--- config.mk ---
export PLATFORM = sky130hd
export DESIGN_NAME = pipelined_array_multiplier
export DESIGN_NICKNAME = d
export VERILOG_FILES = /design/src/rtl/pipelined_array_multiplier.sv
export SDC_FILE = /design/constraint.sdc
export NUM_CORES = 1
export LEC_CHECK = 0
export ABC_CLOCK_PERIOD_IN_PS = 6700
export CORE_ASPECT_RATIO = 1.5
export CORE_MARGIN = 5
export CORE_UTILIZATION = 35
export DETAILED_ROUTE_END_ITERATION = 8
export GPL_ROUTABILITY_DRIVEN = 0
export SKIP_CTS_REPAIR_TIMING = 1
export SLEW_MARGIN = 5
export SYNTH_ARGS = -nofsm -noshare
export SYNTH_HDL_FRONTEND = slang
export SYNTH_SLANG_ARGS = --single-unit
--- constraint.sdc ---
create_clock -name clk -period 6.7 [get_ports clk]
set_clock_uncertainty 0.1 [all_clocks]
set_input_delay 1.34 -clock clk [delete_from_list [all_inputs] [get_ports clk]]
set_output_delay 1.34 -clock clk [all_outputs]
set_load 0.05 [all_outputs]
--- src/rtl/pipelined_array_multiplier.sv ---
// Pipelined WIDTH x WIDTH array multiplier: each stage folds WIDTH/STAGES
// partial-product rows into a running sum; signed mode uses Baugh-Wooley terms.
module pipelined_array_multiplier #(
  parameter int WIDTH  = 8,
  parameter int STAGES = 4
) (
  input  logic                 clk,
  input  logic                 rst,
  input  logic                 in_valid,
  output logic                 in_ready,
  input  logic [WIDTH-1:0]     A,
  input  logic [WIDTH-1:0]     B,
  input  logic                 is_signed,
  output logic                 out_valid,
  input  logic                 out_ready,
  output logic [2*WIDTH-1:0]   P
);

  localparam int PW   = 2 * WIDTH;
  localparam int ROWS = WIDTH / STAGES;
  // Baugh-Wooley correction: +2^WIDTH and +2^(2*WIDTH-1), seeded into the sum.
  localparam logic [PW-1:0] BW_CORR = (PW'(1) << WIDTH) | (PW'(1) << (PW - 1));

  // Folds ROWS rows into acc; b holds the not-yet-consumed multiplier bits.
  function automatic logic [PW-1:0] add_rows(
    input logic [PW-1:0]    acc,
    input logic [WIDTH-1:0] a,
    input logic [WIDTH-1:0] b,
    input logic             sgn,
    input int               base
  );
    logic [PW-1:0] sum;
    logic [PW-1:0] row;
    int            idx;
    sum = acc;
    for (int k = 0; k < ROWS; k++) begin
      idx = base + k;
      row = '0;
      row[WIDTH-1:0] = a & {WIDTH{b[k]}};
      if (sgn) begin
        // Cross terms with exactly one sign bit are complemented.
        if (idx == WIDTH - 1) row[WIDTH-2:0] = ~row[WIDTH-2:0];
        else                  row[WIDTH-1]   = ~row[WIDTH-1];
      end
      sum = sum + (row << idx);
    end
    return sum;
  endfunction

  logic [PW-1:0]    sum_q   [STAGES];
  logic [WIDTH-1:0] a_q     [STAGES];
  logic [WIDTH-1:0] b_q     [STAGES];
  logic             sgn_q   [STAGES];
  logic             valid_q [STAGES];

  assign out_valid = valid_q[STAGES-1];
  assign P         = sum_q[STAGES-1];
  assign in_ready  = ~(out_valid & ~out_ready);

  generate
    for (genvar gi = 0; gi < STAGES; gi++) begin : g_stage
      logic [PW-1:0]    acc_in;
      logic [PW-1:0]    sum_d;
      logic [WIDTH-1:0] a_in;
      logic [WIDTH-1:0] b_in;
      logic [WIDTH-1:0] b_d;
      logic             sgn_in;
      logic             valid_in;

      if (gi == 0) begin : g_first
        assign acc_in   = is_signed ? BW_CORR : '0;
        assign a_in     = A;
        assign b_in     = B;
        assign sgn_in   = is_signed;
        assign valid_in = in_valid;
      end else begin : g_next
        assign acc_in   = sum_q[gi-1];
        assign a_in     = a_q[gi-1];
        assign b_in     = b_q[gi-1];
        assign sgn_in   = sgn_q[gi-1];
        assign valid_in = valid_q[gi-1];
      end

      assign sum_d = add_rows(acc_in, a_in, b_in, sgn_in, gi * ROWS);
      assign b_d   = b_in >> ROWS;

      always_ff @(posedge clk or posedge rst) begin
        if (rst) begin
          valid_q[gi] <= 1'b0;
          sum_q[gi]   <= '0;
          a_q[gi]     <= '0;
          b_q[gi]     <= '0;
          sgn_q[gi]   <= 1'b0;
        end else if (in_ready) begin
          valid_q[gi] <= valid_in;
          sum_q[gi]   <= sum_d;
          a_q[gi]     <= a_in;
          b_q[gi]     <= b_d;
          sgn_q[gi]   <= sgn_in;
        end
      end
    end
  endgenerate

endmodule

==> results of run 1 <==
## cells by family (layout without fill, tap and decap cells)
kind of cell | count (synthesis) | count (layout) | share of synthesized area (%)
AOI/OAI and AO/OA | 94 | 94 | 10.2
and+or+nand+nor | 317 | 317 | 23.2
muxes | 1 | 1 | 0.174
buffers and inverters | 78 | 110 | 5.28
xor gates and xnor gates | 25 | 25 | 3.80
DFF | 95 | 95 | 41.3
adders and majority gates | 59 | 59 | 16.1
## worst paths after layout
path | endpoint | slack, ps
setup / recovery | in_ready | 2520
min in group asynchronous | g_stage[1].valid_in$_DFFE_PP0N_ | 1450
hold reg to reg | P[7]$_DFFE_PP0N_ | 360
setup reg to reg | P[13]$_DFFE_PP0N_ | 3530
max in group asynchronous | g_stage[3].acc_in[7]$_DFFE_PP0N_ | 4060
hold / removal | P[7]$_DFFE_PP0N_ | 360
## placed cells by master (no fill, tap or decap), drive strengths merged, types with 4 or more instances in the layout
master,count
a211oi,11
a21o,7
a21oi,15
and2,29
buf,4
clkbuf,9
clkdlybuf4s50,38
clkinv,4
dfrtp,95
fa,25
ha,34
inv,55
nand2,246
nor2,11
nor2b,5
nor3,12
o211ai,4
o21ai,35
o21bai,5
o22ai,5
xnor2,8
xor2,17
## registers in the layout (all words and copies together) (netlist names)
register and count:
P 16, out_valid 1, g_stage.b_in 12, g_stage.a_in 24, g_stage.valid_in 3, g_stage.acc_in 39
## tightest hold or removal path, delay by kind of cell (launching register included)
family	cells	cell delay (ps)
and+or+nand+nor	2	90
DFF	1	340
## cells in the mapped netlist (all sizes together), types with 4 or more instances
master and count:
dfrtp 95, nor2 11, a21o 7, a211oi 11
o22ai 5, nor2b 5, o21bai 5, o21ai 35
inv 52, fa 25, buf 10, o211ai 4
xor2 17, ha 34, nand2 246, and2 29
nor3 12, clkbuf 16, xnor2 8, a21oi 15
## final cells by class
class | count | area [um2] | share of cell area (%)
Multi-Input combinational cell | 496 | 3090 | 46.7
Sequential cell | 95 | 2380 | 35.9
Timing Repair Buffer | 42 | 410 | 6.20
Tap cell | 206 | 258 | 3.89
Clock buffer | 9 | 225 | 3.40
Inverter | 52 | 196 | 2.97
Clock inverter | 7 | 62.6 | 0.945
## routing by layer
metal	up-vias	GRT usage, %
met5	-	0
met4	0	4.09
met2	41	23.2
met1	2111	13.9
met3	9	1.73
li1	2208	-
## per-stage QoR
stage                     setup slack (ps)  util, %  area, um2  power (mW)  hold WS (ps)
after floorplan                       2780        -       5760        2.73           330
after global placement                2520     39.1       6330        3.16           344
after detailed placement              2510     39.1       6330        3.23           349
after CTS                             2510     40.9       6620        3.74           367
after global routing                  2500     40.9       6620        4.12           398
final                                 2520     40.9       6620        3.68           364
## report_power, final
| group | switching (mW) | internal [mW] |
|---|---|---|
| clock network | 0.237 | 0.260 |
| logic | 1.25 | 0.897 |
| registers | 0.197 | 0.839 |
==> results.yml, run 1 <==
status:
  status: "completed"
drt:
  met1_length_mm: 4.56
  drt-initial-drc-count: 157
  wl_met3_um: 223
  drc: 0
  wire_per_inst_um: 12.1
  wl_mm: 11.0
  drtAntennaViolNets: 0
  wl_met2_mm: 6.02
  viasPerCell: 4.82
  routed.top_layer: "met4"
  drt_first_pass_iters: 5
  vias: 4369
critical_path:
  path_common_cell: "clkdlybuf4s50_1"
  required_ps: 5260
  crit_path_start_kind: "primary input"
  crit_type: "primary input to output port"
  crit_start: "out_ready"
  path_delay_family: "buffers and inverters"
  crit_fanout: 2
  critPathSlowestCell: "clkdlybuf4s50_1"
  ff2ff_path_depth: 10
  crit_buf_inv: 3
  arrival_ps: 2740
  setup.worst_path.end_class: "output port"
  r2r-start: "g_stage[3].acc_in[15]$_DFFE_PP0N_"
  worst_path_largest_cell_delay_ps: 790
  cp.depth: 4
  crit_path_cell_trace: "clkdlybuf4s50_1 -> nor2b_4 -> inv_2 -> clkdlybuf4s50_1"
min_path:
  hold_start: "P[7]$_DFFE_PP0N_"
  hold_depth: 2
  holdCritPathClass: "register to register"
placed_design:
  dp.cells: 891
  hpwl_mm: 8.16
  port_buffers: 38
sta:
  worst_slew_pin_slew_ps: 1070
  drv_slew: 0
  fmax_ghz: 0.239
  post-route-period-util_pct: 62.3
  setup_violations: 0
  hold_viol: 0
  fin_crit_ps: 4180
  final.setup.tns_ps: 0
  rsz0062_at_grt: "false"
  maxSlewHeadroom_pct: 28.5
power_and_ir_drop:
  p_per_area_nw_per_um2: 556
  peakVddDrop_v: 0.000258
  p_leak_nw: 3.31
synthesis:
  syn_inst: 669
  yosys.area.top_type: "dfrtp_1"
  synthFlopType: "dfrtp_1"
  yosysTopAreaCellShare_pct: 41.3
  synth_seq_cells: 95
  synth_cell_type_count: 38
  syn-num-nets: 749
  syn_avg_cell_area_um2: 8.61
  synthArstFlopShare_pct: 100
  ys_warn_count: 0
  netlist_area_um2: 5760
  synth_seq_area_share_pct: 41.3
  synth-edff-count: 0
  synth_area_leaders: "dfrtp_1 (41%), nand2_1 (16%), fa_1 (8.7%)"
clocking:
  cts_made_buffers: 9
  root_buffer: "clkbuf_16"
  path_clk_slew_ps: 70
  insertion_delay_ps: 350
  cts_sinks: 95
  cts.htree.levels: 3
  cts_tree: "yes"
  clk_path_buf_depth: 2
job:
  max-cap-violations: 0
die:
  io_pins: 39
  die_x_um: 115
  coreArea_um2: 16200
  dieHeight_um: 167
  fp.dieArea_um2: 19200
  rows: 57
  initial_core_util_pct: 35.6
global_route:
  antenna_found_initial: 0
  grt_first_pass_wirelength_mm: 19.9
  grt_pass1_vias: 4582
  grtUsageTotal_pct: 12.3
  grt_max_degree: 85
  overflow: 0
cells_and_area:
  fill_cells: 1620
  fin_cells: 907
  syn2layout_area_growth_pct: 14.9
  fin_nets: 776
  antenna_cells: 0
  drive_above_1_share_pct: 3.99
Power figures use the tool's default switching activity.
==> run 2: changes to the inputs <==
Settings changed: ABC_CLOCK_PERIOD_IN_PS 6700 to 3700.
Clock period 6.7 ns to 3.7 ns, I/O delays scaled along.
==> run 2 against run 1 <==
Effect of this change: flip-flop and latch count unchanged; final cell count down 0.11%; utilization up 0.31 points; sequential share of layout area down 0.27 points; largest cell class unchanged; largest power group unchanged.
==> results.yml, run 2 (synthesis results as in run 1) <==
status:
  status: "completed"
min_path:
  min_to: "P[5]$_DFFE_PP0N_"
  holdCritPathClass: "register to register"
  hold_start: "P[5]$_DFFE_PP0N_"
  hold_depth: 2
critical_path:
  crit_path_start_kind: "register"
  r2r-start: "g_stage[3].acc_in[15]$_DFFE_PP0N_"
  crit_path_cell_trace: "xnor2_1 -> fa_1 -> ha_1 -> inv_1 -> fa_1 -> nor2b_1 -> o31a_1 -> o21ai_0 -> and3_1 -> o31ai_1"
  path_delay_family: "adder cells"
  arrival_ps: 3250
  crit_fanout: 13
  path_common_cell: "fa_1"
  worst_path_largest_cell_delay_ps: 670
  regToRegEndpoint: "P[13]$_DFFE_PP0N_"
  crit_type: "register to register"
  reg2reg_slack_ps: 590
  setup.worst_path.end_class: "register"
  crit_buf_inv: 1
  critPathSlowestCell: "dfrtp_1"
  required_ps: 3850
  ff2ff_path_depth: 10
placed_design:
  port_buffers: 38
  place_area_um2: 6370
  dp.cells: 890
  hpwl_mm: 8.13
drt:
  viasPerCell: 4.76
  drtAntennaViolNets: 0
  drc: 0
  vias: 4311
  drt-initial-drc-count: 177
  wl_mm: 11.1
  wire_per_inst_um: 12.3
  drt_first_pass_iters: 4
cells_and_area:
  largest_reg_flops: 39
  fin_nets: 775
  drive_above_1_share_pct: 4.00
  fin_cells: 906
  multi_input_area_um2: 3090
  syn2layout_area_growth_pct: 15.7
  fill_cells: 1629
  antenna_cells: 0
  fin_area_um2: 6670
  seqCellArea_um2: 2380
  mostFrequentLayoutCell: "nand2_1"
  final_cell_mix: "nand2_1 (246), dfrtp_1 (95), inv_1 (50)"
global_route:
  grtUsageTotal_pct: 12.5
  overflow: 0
  grt_pass1_vias: 4491
  grt_first_pass_wirelength_mm: 20.0
  antenna_found_initial: 0
  met3_usage_pct: 1.70
  grt_max_degree: 111
  use_met2_pct: 23.6
  top_usage_layer: "met2"
  use_met1_pct: 14.0
clocking:
  cts_made_buffers: 9
  cts_sinks: 95
  insertion_delay_ps: 340
  root_buffer: "clkbuf_16"
  clk_path_buf_depth: 2
  cts.htree.levels: 3
  path_clk_slew_ps: 70
  cts_tree: "yes"
power_and_ir_drop:
  p_per_area_nw_per_um2: 1000
  peakVddDrop_v: 0.000493
  p_leak_nw: 3.32
die:
  initial_core_util_pct: 35.6
  dieHeight_um: 167
  io_pins: 39
  fp.dieArea_um2: 19200
  coreArea_um2: 16200
  rows: 57
  die_x_um: 115
sta:
  worst_slew_pin_slew_ps: 650
  maxSlewHeadroom_pct: 56.6
  hold_viol: 0
  fmax_ghz: 0.322
  fin_crit_ps: 3110
  drv_slew: 0
  final.setup.tns_ps: 0
  post-route-period-util_pct: 83.9
  setup_violations: 0
  rsz0062_at_grt: "false"
job:
  max-cap-violations: 0
[run 2: cell type report]
type	instances	share of cell area [%]
clock buffers	9	3.38
clock inverters	7	1.09
inverters	52	2.95
multi-input cells	496	46.3
flip-flops and latches	95	35.6
well taps	206	3.86
repair buffers	41	6.75
[run 2: worst max path at each step]
stage                                            startpoint                                to  slack, ps  cells past startpoint
after detailed placement                               B[1]  g_stage[1].acc_in[9]$_DFFE_PP0N_        500                     10
after floorplan                                         rst                  P[0]$_DFFE_PP0N_        380                      1
after global placement                                 B[1]  g_stage[1].acc_in[9]$_DFFE_PP0N_        630                     10
after global routing      g_stage[3].acc_in[15]$_DFFE_PP0N_                 P[13]$_DFFE_PP0N_        350                     10
after CTS                 g_stage[3].acc_in[15]$_DFFE_PP0N_                 P[13]$_DFFE_PP0N_        560                     10
final                     g_stage[3].acc_in[15]$_DFFE_PP0N_                 P[13]$_DFFE_PP0N_        590                     10
[run 2: worst min-delay path, cell delays in order, from the launching register on]
cell	delay, ps
dfrtp_1	340
nand2_1	50
nand2_1	40
[run 2: report_power, final]
part	internal [mW]	switching (mW)	total, mW	leakage [nW]
clock network	0.524	0.393	0.918	0.142
registers	1.52	0.353	1.87	1.16
logic	1.64	2.26	3.90	2.02
[run 2: stage by stage]
stage | hold slack, ps | power, mW | setup slack (ps) | utilization [%]
2_1_floorplan | 330 | 4.95 | 383 | -
3_3_place_gp | 342 | 5.74 | 626 | 39.4
3_5_place_dp | 355 | 5.86 | 499 | 39.4
4_1_cts | 371 | 6.81 | 559 | 41.2
5_1_grt | 395 | 7.46 | 352 | 41.2
6_report | 364 | 6.70 | 595 | 41.2
[run 2: routing by layer]
metal	part of all wire (%)	vias to the layer above	wire length, um
li1	-	2212	-
met1	41	2036	4580
met2	55	47	6100
met3	2.3	16	256
met4	1.5	0	169
met5	0	-	0
==> RTL change, RTL diff (settings of run 2) <==
Set the parameter `STAGES` to 8 (it was 4).
--- a/src/rtl/pipelined_array_multiplier.sv
+++ b/src/rtl/pipelined_array_multiplier.sv
@@ -2,7 +2,7 @@
 // partial-product rows into a running sum; signed mode uses Baugh-Wooley terms.
 module pipelined_array_multiplier #(
   parameter int WIDTH  = 8,
-  parameter int STAGES = 4
+  parameter int STAGES = 8
 ) (
   input  logic                 clk,
   input  logic                 rst,
Formal check against the unedited RTL: not equivalent (a bounded check fails within 10 cycles, from zero or initial values and one cycle with rst high).
==> RTL change against run 2 <==
Global-route usage up 1.2 points. First-iteration DRC count up 87%. Total power up 59%. Via count up 75%. Worst setup slack better by 0.32 ns. Final cell count up 73%. Maximum frequency up 11%. Sequential cell count up 103. Final area up 74%. Wire length up 91%. Combinational power up 26%. Area after synthesis up 78%. Largest power group unchanged.
==> RTL change: results (changes against run 2) <==
Final layout
  • Fin cells: 1569 (was 906)
  • Ant diodes: 0 (unchanged)
  • Nets: 1252 (was 775)
  • Max FFs per register: 86 (was 39)
  • Layout cells sized above 1: 4.07% (was 4.00%)

Synthesis
  • Synth Area in Adders: 8.31% (was 16.1%)
  • Fraction of synthesized area in multiplexers: 0% (was 0.174%)
  • Dominant synthesized flop cell: dfrtp_1 (unchanged)
  • Synth warnings: 0 (unchanged)
  • Post-synthesis xor/xnor area fraction: 2.82% (was 3.80%)
  • Seq/Total Area, Yosys: 48.3% (was 41.3%)
  • Ys async rst share: 100% (unchanged)
  • Post-Synthesis Cells: 1149 (was 669)
  • Synth Net Count: 1234 (was 749)
  • Top post-synthesis cells by count: nand2_1 (486), dfrtp_1 (198), ha_1 (57), and2_1 (44) (was nand2_1 (246), dfrtp_1 (95), inv_1 (52), ha_1 (34), o21ai_0 (34))
  • Compound-cell area share of the yosys netlist: 12.1% (was 10.2%)
  • Top area cells in the synthesized netlist: dfrtp_1 (48%), nand2_1 (18%), ha_1 (6.9%) (was dfrtp_1 (41%), nand2_1 (16%), fa_1 (8.7%))
  • Netlist cell types: 46 (was 38)

Route
  • WL final: 21.2 mm (was 11.1 mm)
  • Via count of the routed design: 7531 (was 4311)
  • Router iterations before antenna repair: 4 (unchanged)
  • Initial drt markers: 331 (was 177)

Hold path
  • WHS Path Cells: 2 (unchanged)
  • HP Class: flip-flop to flip-flop (unchanged)

Critical path
  • WP data arrival: 1.95 ns (was 3.25 ns)
  • Reg2Reg Depth: 8 (was 10)
  • Crit path max fanout: 52 (was 13)

Placed design
  • Dpl cells: 1538 (was 890)
  • HPWL Detailed: 14.8 mm (was 8.13 mm)
  • Port bufs: 38 (unchanged)
  • Placed instance area: 0.0110 sq mm (was 0.00637 sq mm)

Global routing
  • Global-route wire length before repair: 36.5 mm (was 20.0 mm)
  • Remaining global-route overflow: 0 (unchanged)
  • Vias in the first global route: 7812 (was 4491)
  • Total Routing Usage GR: 13.6% (was 12.5%)
  • Largest net degree at the start of global routing: 120 (was 111)
  • Initial antenna violation count: 0 (unchanged)

Pwr
  • Max IR drop VDD: 0.381 mV (was 0.493 mV)
  • Leakage: 5.79 nW (was 3.32 nW)

STA
  • Relative slew margins: 51.6% (was 56.6%)

Clock tree
  • CTS Buf Count: 17 (was 9)
  • Max H-tree Level: 4 (was 3)
  • CTS clk-pin slew, worst paths: 0.07 ns (about the same)
  • CTS Root Cell: clkbuf_16 (unchanged)
  • Maximum clock path buffer count: 2 (unchanged)
  • Clock latency on the worst-skew pair: 0.44 ns (was 0.34 ns)

Outcome
  • Status: finished clean (unchanged)
RTL change: cell types whose count changed after synthesis, sizes merged, moves of 18 or more:
cell,run 2,this run
inv,52,28
buf,10,47
dfrtp,95,198
ha,34,57
a21oi,15,38
fa,25,7
nand2,246,486
xnor2,8,30
o21ai,35,14
RTL change: metrics by stage:
step                      setup slack, ns  util, %
after detailed placement            0.818     38.3
after CTS                           0.895     40.3
after global routing                0.871     40.3
after floorplan                     0.300        -
final                               0.913     40.3
after global placement              0.806     38.3
RTL change: metal layers:
layer	wire (microns)	global-route usage [%]	share of wire [%]
met3	392	2.02	1.9
met2	11500	25.8	55
met1	8600	14.7	41
met5	0	0	0
met4	636	6.23	3.0
RTL change: cell type report:
class	count	area (sq um)
fill	2920	17200
sequential	198	4950
multi-input combinational	873	4920
timing repair buffer	49	548
tap	390	488
clock buffer	22	454
clock inverter	9	120
inverter	28	114
RTL change: cells by family after synthesis:
family / count (synthesis)
flops: 198
buf+inv: 78
fa+ha+maj: 64
compound gates: 168
simple gates: 608
xor+xnor: 33
RTL change: worst max-delay path, stage by stage:
cell,delay (ns)
clkdlybuf4s50_1,0.50
nor2b_4,0.08
inv_6,0.30
buf_4,0.29
RTL change: power by group:
| group | internal (mW) | switching [mW] |
|---|---|---|
| clock | 1.02 | 0.808 |
| combinational | 2.10 | 2.82 |
| sequential | 3.16 | 0.705 |
RTL change: path summary, 6_finish.rpt:
kind,slack (ns),startpoint,endpoint
max in group asynchronous,2.05,rst,P[11]$_DFFE_PP0N_
hold reg to reg,0.37,g_stage[7].a_in[4]$_DFFE_PP0N_,g_stage[7].a_in[4]$_DFFE_PP0N_
min in group asynchronous,0.68,rst,P[3]$_DFFE_PP0N_
setup / recovery,0.91,out_ready,in_ready
hold / removal,0.37,g_stage[7].a_in[4]$_DFFE_PP0N_,g_stage[7].a_in[4]$_DFFE_PP0N_
setup reg to reg,1.19,g_stage[7].acc_in[15]$_DFFE_PP0N_,P[13]$_DFFE_PP0N_
